===== config.mk =====
export PLATFORM = sky130hd
export DESIGN_NAME = key_conditioner
export DESIGN_NICKNAME = d
export VERILOG_FILES = /design/src/rtl/key_conditioner.sv
export SDC_FILE = /design/constraint.sdc
export NUM_CORES = 1
export LEC_CHECK = 0
export BUFFER_PORTS_ARGS = -buffer_cell sky130_fd_sc_hd__buf_4
export CAP_MARGIN = 20
export CORE_MARGIN = 3
export CORE_UTILIZATION = 45
export DETAILED_ROUTE_END_ITERATION = 8
export SLEW_MARGIN = 20
export SYNTH_ARGS = -nofsm -noshare
export SYNTH_HDL_FRONTEND = slang
export SYNTH_SLANG_ARGS = --single-unit

===== constraint.sdc =====
create_clock -name clk -period 2.66 [get_ports clk]
set_input_delay 0.266 -clock clk [delete_from_list [all_inputs] [get_ports clk]]
set_output_delay 0.266 -clock clk [all_outputs]
set_load 0.01 [all_outputs]

===== src/rtl/key_conditioner.sv =====
// rtl/key_conditioner.sv - Per-key synchronizer, debouncer and press/release pulse generator with lowest-index press arbitration.
// Optional auto-repeat of press pulses under KEY_CONDITIONER_REPEAT_EN.
module key_conditioner #(
    parameter int NUM_KEYS        = 3,
    parameter int DEBOUNCE_CYCLES = 500000,
    parameter int REPEAT_DELAY    = 25000000,
    parameter int REPEAT_PERIOD   = 5000000
) (
    input  logic                clk,
    input  logic                system_reset_n,
    input  logic [NUM_KEYS-1:0] key_n,
    input  logic                lock_out,
    output logic [NUM_KEYS-1:0] held,
    output logic [NUM_KEYS-1:0] press_pulse,
    output logic [NUM_KEYS-1:0] release_pulse
);
    localparam int            CW      = $clog2(DEBOUNCE_CYCLES + 1);
    localparam logic [CW-1:0] DB_LAST = CW'(DEBOUNCE_CYCLES - 1);

    typedef enum logic {RELEASED = 1'b0, PRESSED = 1'b1} key_state_e;

    key_state_e          state_q [NUM_KEYS];
    key_state_e          state_d [NUM_KEYS];
    logic [NUM_KEYS-1:0] sync1_q, sync1_d;
    logic [NUM_KEYS-1:0] sync2_q, sync2_d;
    logic [CW-1:0]       cnt_q [NUM_KEYS];
    logic [CW-1:0]       cnt_d [NUM_KEYS];
    logic [NUM_KEYS-1:0] accept;
    logic [NUM_KEYS-1:0] press_cand;
    logic [NUM_KEYS-1:0] repeat_cand;
    logic                pick_done;
    logic [NUM_KEYS-1:0] press_pulse_q, press_pulse_d;
    logic [NUM_KEYS-1:0] release_pulse_q, release_pulse_d;

    if (DEBOUNCE_CYCLES < 2) begin : g_bad_debounce
        $error("DEBOUNCE_CYCLES must be at least 2");
    end

    always_comb begin
        sync1_d = key_n;
        sync2_d = sync1_q;
    end

    // Counter holds how many consecutive cycles sync has disagreed with the stable level.
    always_comb begin
        for (int k = 0; k < NUM_KEYS; k++) begin
            cnt_d[k]  = '0;
            accept[k] = 1'b0;
            if (sync2_q[k] != (state_q[k] == RELEASED)) begin
                if (cnt_q[k] == DB_LAST) begin
                    accept[k] = 1'b1;
                end else begin
                    cnt_d[k] = cnt_q[k] + CW'(1);
                end
            end
        end
    end

    always_comb begin
        for (int k = 0; k < NUM_KEYS; k++) begin
            state_d[k] = state_q[k];
            if (accept[k]) begin
                state_d[k] = (state_q[k] == PRESSED) ? RELEASED : PRESSED;
            end
        end
    end

`ifdef KEY_CONDITIONER_REPEAT_EN
    localparam int            RMAX       = (REPEAT_DELAY > REPEAT_PERIOD) ? REPEAT_DELAY : REPEAT_PERIOD;
    localparam int            RW         = $clog2(RMAX + 1);
    localparam logic [RW-1:0] RPT_DELAY  = RW'(REPEAT_DELAY);
    localparam logic [RW-1:0] RPT_PERIOD = RW'(REPEAT_PERIOD);

    logic [RW-1:0]       rep_cnt_q [NUM_KEYS];
    logic [RW-1:0]       rep_cnt_d [NUM_KEYS];
    logic [NUM_KEYS-1:0] rep_first_q, rep_first_d;

    // Timer only runs while a key stays pressed across the edge and nothing locks it out.
    always_comb begin
        for (int k = 0; k < NUM_KEYS; k++) begin
            rep_cnt_d[k]   = '0;
            rep_first_d[k] = 1'b1;
            repeat_cand[k] = 1'b0;
            if (state_q[k] == PRESSED && state_d[k] == PRESSED && !lock_out) begin
                rep_first_d[k] = rep_first_q[k];
                rep_cnt_d[k]   = rep_cnt_q[k] + RW'(1);
                if (rep_cnt_d[k] == (rep_first_q[k] ? RPT_DELAY : RPT_PERIOD)) begin
                    repeat_cand[k] = 1'b1;
                    rep_cnt_d[k]   = '0;
                    rep_first_d[k] = 1'b0;
                end
            end
        end
    end

    always_ff @(posedge clk or negedge system_reset_n) begin
        if (!system_reset_n) begin
            rep_first_q <= '1;
            for (int k = 0; k < NUM_KEYS; k++) begin
                rep_cnt_q[k] <= '0;
            end
        end else begin
            rep_first_q <= rep_first_d;
            for (int k = 0; k < NUM_KEYS; k++) begin
                rep_cnt_q[k] <= rep_cnt_d[k];
            end
        end
    end
`else
    assign repeat_cand = '0;

    if (REPEAT_DELAY < 1 || REPEAT_PERIOD < 1) begin : g_bad_repeat
        $error("REPEAT_DELAY and REPEAT_PERIOD must be positive");
    end
`endif

    // Losing candidates are dropped outright; lock_out discards every candidate.
    always_comb begin
        press_cand      = '0;
        release_pulse_d = '0;
        press_pulse_d   = '0;
        pick_done       = 1'b0;
        for (int k = 0; k < NUM_KEYS; k++) begin
            press_cand[k]      = (accept[k] && state_q[k] == RELEASED) || repeat_cand[k];
            release_pulse_d[k] = accept[k] && state_q[k] == PRESSED;
        end
        for (int k = 0; k < NUM_KEYS; k++) begin
            if (press_cand[k] && !pick_done && !lock_out) begin
                press_pulse_d[k] = 1'b1;
                pick_done        = 1'b1;
            end
        end
        for (int k = 0; k < NUM_KEYS; k++) begin
            held[k] = (state_q[k] == PRESSED);
        end
    end

    assign press_pulse   = press_pulse_q;
    assign release_pulse = release_pulse_q;

    always_ff @(posedge clk or negedge system_reset_n) begin
        if (!system_reset_n) begin
            sync1_q         <= '1;
            sync2_q         <= '1;
            press_pulse_q   <= '0;
            release_pulse_q <= '0;
            for (int k = 0; k < NUM_KEYS; k++) begin
                state_q[k] <= RELEASED;
                cnt_q[k]   <= '0;
            end
        end else begin
            sync1_q         <= sync1_d;
            sync2_q         <= sync2_d;
            press_pulse_q   <= press_pulse_d;
            release_pulse_q <= release_pulse_d;
            for (int k = 0; k < NUM_KEYS; k++) begin
                state_q[k] <= state_d[k];
                cnt_q[k]   <= cnt_d[k];
            end
        end
    end
endmodule

==> key figures, run 1 <==
Cells and area
  • Share of cells above drive strength 1: 12.5%
  • Fin nets: 364
  • Antenna cells: 0
  • Fin cells: 456
  • Area grow syn2layout: 12.9%

Logic synthesis
  • Synth top area share: 49.3%
  • Mapped Cells: 330
  • Post-synth top cells: 66 x dfrtp_1, 48 x nor2_1, 29 x xnor2_1
  • Sequential area share after synthesis: 54.0%
  • Count of cell types in the netlist: 36
  • Synth Register Bits: 72
  • Top-count cell post-synth: dfrtp_1
  • EDFF count, synth: 0
  • Dominant synthesized flop cell: dfrtp_1
  • Share of flip-flops with an asynchronous set or reset: 100%
  • Synth area leaders: dfrtp_1 49%, xnor2_1 7.6%, nor2_1 5.4%, dfstp_2 4.7%, xor2_1 3.4%
  • Syn_nets: 339
  • Yosys warns: 0
  • Post-Syn Area: 3350 um^2
  • Synthesized area per cell: 10.1 um^2
  • Cell taking the most area after synthesis: dfrtp_1

Pwr
  • Worst vdd ir: 0.278 mV
  • PwrDens: 527 nW/um^2
  • P_leak: 0.00149 uW

Clocking
  • Clk Latency, worst-skew pair: 340 ps
  • Postcts setup bufs: 0
  • Cts bufs inserted: 9
  • Clk sinks: 72
  • CTS Root Cell: clkbuf_8
  • Htree depth: 3
  • CTS tree: built
  • Clk pin slew, worst setup/hold paths: 80 ps
  • Clk buf depth: 2
  • Post-CTS Resized: 0

Routing
  • Top Layer Used: met4
  • Vias: 2437
  • DR WL met2: 2830 um
  • 1st-iter DRT viols: 108
  • DRC viols: 0
  • DR pass1 iterations: 4
  • Routed vias/inst: 5.34
  • Metal3 WL: 203 um
  • Routed met1 length: 3010 um
  • Wire per inst: 13.4 um
  • Drt total wl: 6120 um
  • Antenna viol nets, final: 0

Global routing
  • Global-route wire length before repair: 10700 um
  • Vias in the first global route: 2295
  • Gr ovfl total: 0
  • Initial antenna violation count: 0
  • Largest net degree at the start of global routing: 73
  • All-layer global routing usage: 15.9%

Critical path
  • Critical path class: reg2reg
  • R2R depth: 4
  • Crit-path max FO: 19
  • Crit start category: register
  • Reg2reg end: cnt_q[21]
  • Data required time of the worst path: 2860 ps
  • Setup crit end kind: register
  • Worst R2R Start: cnt_q[28]
  • FF-to-FF setup slack: 370 ps
  • WP data arrival: 2500 ps

Worst hold path
  • Hold WC Path Type: in2async

Timing
  • Worst hold slack: 33.2 ps
  • Final WS setup: 367 ps
  • Fin. Hold Viols: 0
  • Clk_skew: 6.40 ps
  • Final Cycle Share: 86.2%
  • Unrepaired setup endpoints after global routing: false
  • Period minus WS final: 2290 ps
  • Setup TNS Final: 0 ps
  • Max-slew headroom: 41.5%
  • Max Slew Vio Count: 0
  • Endpoints failing setup: 0
  • Worst Tran Pin Value: 878 ps
  • Max Fclk: 436 MHz

Die
  • Die height: 92.3 um
  • Rows: 30
  • DIE WIDTH: 92.3 um
  • Die ar.: 8510 um^2
  • Initial Util: 47.7%
  • Core footprint: 7020 um^2
  • I/O pin count: 15

Flow run
  • Max cap viols: 0

Run status
  • Status: complete, no violations

Placement
  • Port bufs: 14
  • Final Wtd Congestion: 0.786
  • DP HPWL: 4120 um
  • Pre-CTS setup slack: 359 ps
  • Placed cells: 437
sequential cells by signal (all words and copies together), names as in the netlist:
signal	count
press_pulse	3
held	3
cnt_q	57
sync2_q	3
sync1_q	3
release_pulse	3
routing by layer:
metal	GRT usage, %	vias up
met2	24.0	36
met5	0	-
met4	5.32	0
li1	-	1218
met3	5.74	6
met1	21.1	1177
cells by family after synthesis:
group / count (synthesis) / synth area share [%]
AO/OA/AOI/OAI: 34 / 6.02
adder cells (fa/ha/maj): 3 / 1.12
buffers and inverters: 16 / 2.09
AND/OR/NAND/NOR: 163 / 25.7
flip-flops: 72 / 54.0
XOR/XNOR: 42 / 11.0
power breakdown:
part	leakage, uW	total [uW]	switching [uW]	internal, uW
logic	0.000421	70.5	47.2	23.3
clock network	0.0000890	792	400	391
registers	0.000978	1130	16.7	1110
layout make-up:
class                   instances  area, um^2
clock buffers                  12         155
clock inverters                 4        28.8
fillers                       670        3240
inverters                       9        33.8
multi-input cells             242        1470
flip-flops and latches         72        1810
well taps                      96         120
repair buffers                 21         165
stage by stage:
step,util (%),cell area [um^2],total power (uW)
5_1_grt,53.9,3780,2100
6_report,53.9,3780,1990
4_1_cts,53.4,3750,2030
3_3_place_gp,50.8,3570,1220
3_5_place_dp,50.8,3570,1220
2_1_floorplan,-,3350,1180
layout by cell type, fill, tap and decap left out, types with 9 or more instances in the layout:
cell type	instances
nor4_1	14
nor2_1	48
nand2_1	23
inv_1	9
nor3_1	10
nand3_1	15
xor2_1	13
buf_4	18
a21oi_1	12
or4_1	9
o21ai_0	12
nand4_1	14
clkbuf_8	11
xnor2_1	29
dfrtp_1	66
how the worst max path moves through the flow:
stage	start	end	slack [ps]	cells after the start
6_report	cnt_q[28]	cnt_q[21]	370	4
5_1_grt	cnt_q[28]	cnt_q[37]	240	4
4_1_cts	cnt_q[28]	cnt_q[21]	350	4
3_5_place_dp	cnt_q[31]	cnt_q[27]	360	4
3_3_place_gp	cnt_q[31]	cnt_q[22]	420	4
2_1_floorplan	cnt_q[31]	cnt_q[26]	590	6
worst max-delay path, stage by stage, from the launching register on:
cell and delay [ps]:
dfrtp_1 430, or4_1 500, or4_1 650, o21ai_4 480, nor2_1 100
timing repair:
| action | in CTS | in global routing |
|---|---|---|
| hold buffers | 0 | 3 |
| endpoints found under the hold margin | 0 | 3 |
| setup endpoints to repair | 0 | 0 |
Power figures use the tool's default switching activity.
==> run 2, diff against run 1 <==
--- a/config.mk
+++ b/config.mk
@@ -6,7 +6,6 @@
 export NUM_CORES = 1
 export LEC_CHECK = 0
 export BUFFER_PORTS_ARGS = -buffer_cell sky130_fd_sc_hd__buf_4
-export CAP_MARGIN = 20
 export CORE_MARGIN = 3
 export CORE_UTILIZATION = 45
 export DETAILED_ROUTE_END_ITERATION = 8
==> constraint.sdc (replaced) <==
create_clock -name clk -period 2.66 [get_ports clk]
set_input_delay 0.133 -clock clk [delete_from_list [all_inputs] [get_ports clk]]
set_output_delay 0.133 -clock clk [all_outputs]
set_load 0.01 [all_outputs]
==> run 2 against run 1 <==
Compared with the run above:
- routed wire length increased by 0.26%
- cell count increased by 0.44%
- hold slack improved by 320 ps
- critical endpoint unchanged
- sequential power about the same
- register-to-register slack about the same
- non-clock buffer count increased by 2
- sequential share of layout area decreased by 0.25 points
- die area unchanged
- via count increased by 0.62%
- largest cell class unchanged
- first-iteration DRC count increased by 5.6%
- global-route usage unchanged
- combinational power increased by 3.5%
==> key figures, run 2 (synthesized netlist as in run 1, its figures left out) <==
Timing
  • Fin. Hold Viols: 0 (unchanged)
  • Final Cycle Share: 86.2% (unchanged)
  • Endpoints failing setup: 0 (unchanged)
  • Unrepaired setup endpoints after global routing: false
  • Setup TNS Final: 0 ps (unchanged)
  • Max Slew Vio Count: 0 (unchanged)
  • Period minus WS final: 2290 ps (unchanged)
  • Max Fclk: 436 MHz (unchanged)
  • Clk_skew: 6.65 ps (+0.250 ps)
  • Final WS setup: 367 ps (unchanged)
  • Max-slew headroom: 41.2% (-0.22 points)
  • Worst Tran Pin Value: 881 ps (+3.26 ps)

Critical path
  • Setup crit end kind: register
  • Data required time of the worst path: 2860 ps (about the same)
  • R2R depth: 4 (unchanged)
  • Critical path class: reg2reg
  • Crit start category: register
  • Crit-path max FO: 19 (unchanged)
  • WP data arrival: 2500 ps (about the same)

Routing
  • DR pass1 iterations: 4 (unchanged)
  • Routed vias/inst: 5.35 (+0.18%)
  • Wire per inst: 13.4 um (-0.18%)
  • DRC viols: 0 (unchanged)
  • Drt total wl: 6130 um (+0.26%)
  • Antenna viol nets, final: 0 (unchanged)
  • 1st-iter DRT viols: 114 (+5.6%)
  • Vias: 2452 (+0.62%)

Cells and area
  • Largest register FFs: 57 (unchanged)
  • Reg with most FFs: cnt_q
  • Fin nets: 366 (+0.55%)
  • Area grow syn2layout: 13.5%
  • Fin cells: 458 (+0.44%)
  • Commonest non-fill, non-tap cells in the layout: 66 x dfrtp_1, 48 x nor2_1, 29 x xnor2_1
  • Antenna cells: 0 (unchanged)
  • Most common cell after layout, fill and taps aside: dfrtp_1
  • Final instance area: 3800 um^2 (+0.53%)
  • Share of cells above drive strength 1: 12.4% (-0.069 points)

Global routing
  • Met1 usage: 21.1% (-0.053 points)
  • Top Usage Layer GRT: met2
  • All-layer global routing usage: 15.9% (unchanged)
  • Global-route wire length before repair: 10700 um (unchanged)
  • Vias in the first global route: 2302 (+0.31%)
  • Largest net degree at the start of global routing: 73 (unchanged)
  • GR Util met2: 24.1% (+0.061 points)
  • Gr ovfl total: 0 (unchanged)
  • Initial antenna violation count: 0 (unchanged)
  • Met3 usage: 5.74% (unchanged)

Clocking
  • Post-CTS Resized: 0 (unchanged)
  • Clk buf depth: 2 (unchanged)
  • Clk Latency, worst-skew pair: 340 ps (about the same)
  • Cts bufs inserted: 9 (unchanged)
  • Hold-fix buffers, CTS: 5 (+5)
  • Clk pin slew, worst setup/hold paths: 80 ps (about the same)
  • CTS Root Cell: clkbuf_8
  • Clk sinks: 72 (unchanged)
  • Htree depth: 3 (unchanged)
  • CTS tree: built
  • Postcts setup bufs: 0 (unchanged)

Die
  • DIE WIDTH: 92.3 um (unchanged)
  • Rows: 30 (unchanged)
  • Core footprint: 7020 um^2 (unchanged)
  • Die height: 92.3 um (unchanged)
  • I/O pin count: 15 (unchanged)
  • Die ar.: 8510 um^2 (unchanged)
  • Initial Util: 47.7% (unchanged)

Pwr
  • Internal Power: 1530 uW (+0.13%)
  • Sequential share of power: 56.7% (about the same)
  • Sw Ratio: 23.3% (about the same)
  • P_leak: 0.00150 uW (+0.56%)
  • Worst vdd ir: 0.277 mV (-0.25%)
  • Sw Pwr: 465 uW (+0.12%)
  • Clock power share: 39.7% (about the same)
  • Gate power share: 3.7% (+0.2 points)
  • PwrDens: 525 nW/um^2 (-0.40%)

Flow run
  • Max cap viols: 0 (unchanged)

Placement
  • Port bufs: 14 (unchanged)
  • Final Wtd Congestion: 0.786 (unchanged)
  • Pre-CTS setup slack: 359 ps (unchanged)
  • DP HPWL: 4120 um (unchanged)
  • Placed cells: 437 (unchanged)
  • Post-DP Area: 3570 um^2 (unchanged)

Worst hold path
  • Hold WC Path Type: reg2reg
  • Hold path cells: 0

Run status
  • Status: complete, no violations
[run 2: changes by cell type in the layout (fill, tap and decap cells not counted), sizes merged]
cell         previous run  this run
dlygate4sd3             3         5
[run 2: layer usage]
metal  share of wire [%]  vias up  wire length (um)
met2                  46       39              2840
met5                   0        -                 0
met3                 3.4        6               207
met4                 1.3        0                77
li1                    -     1223                 -
met1                  49     1184              3010
[run 2: power by group through the flow]
stage | sequential [uW] | clock (uW) | combinational, uW
2_1_floorplan | 1150 | 0 | 34.6
3_3_place_gp | 1150 | 0 | 69.1
3_5_place_dp | 1150 | 0 | 69.6
4_1_cts | 1130 | 825 | 75.7
5_1_grt | 1130 | 880 | 85.8
6_report | 1130 | 792 | 73.0
[run 2: cell type report]
type | instances | area [um^2]
Clock buffer | 12 | 155
Clock inverter | 4 | 28.8
Fill cell | 667 | 3220
Inverter | 9 | 33.8
Multi-Input combinational cell | 242 | 1470
Sequential cell | 72 | 1810
Tap cell | 96 | 120
Timing Repair Buffer | 23 | 185
[run 2: final timing paths]
kind	slack [ps]	end	start
max	370	cnt_q[21]	cnt_q[28]
min	360	sync2_q[2]	sync1_q[2]
max reg2reg	370	cnt_q[21]	cnt_q[28]
min reg2reg	360	sync2_q[2]	sync1_q[2]
max in group asynchronous	1630	cnt_q[40]	system_reset_n
min in group asynchronous	450	cnt_q[51]	system_reset_n
[run 2: worst max-delay path, stage by stage (launching register included)]
cell and delay, ps:
dfrtp_1 430, or4_1 500, or4_1 650, o21ai_4 480
nor2_1 100
[run 2: stage by stage]
step / hold WS [ps] / power (uW) / util, %
detailed placement: 242 / 1220 / 50.8
floorplan: -163 / 1180 / -
global placement: 242 / 1220 / 50.8
global route: 361 / 2100 / 54.2
CTS: 358 / 2030 / 54.2
finish: 357 / 2000 / 54.2
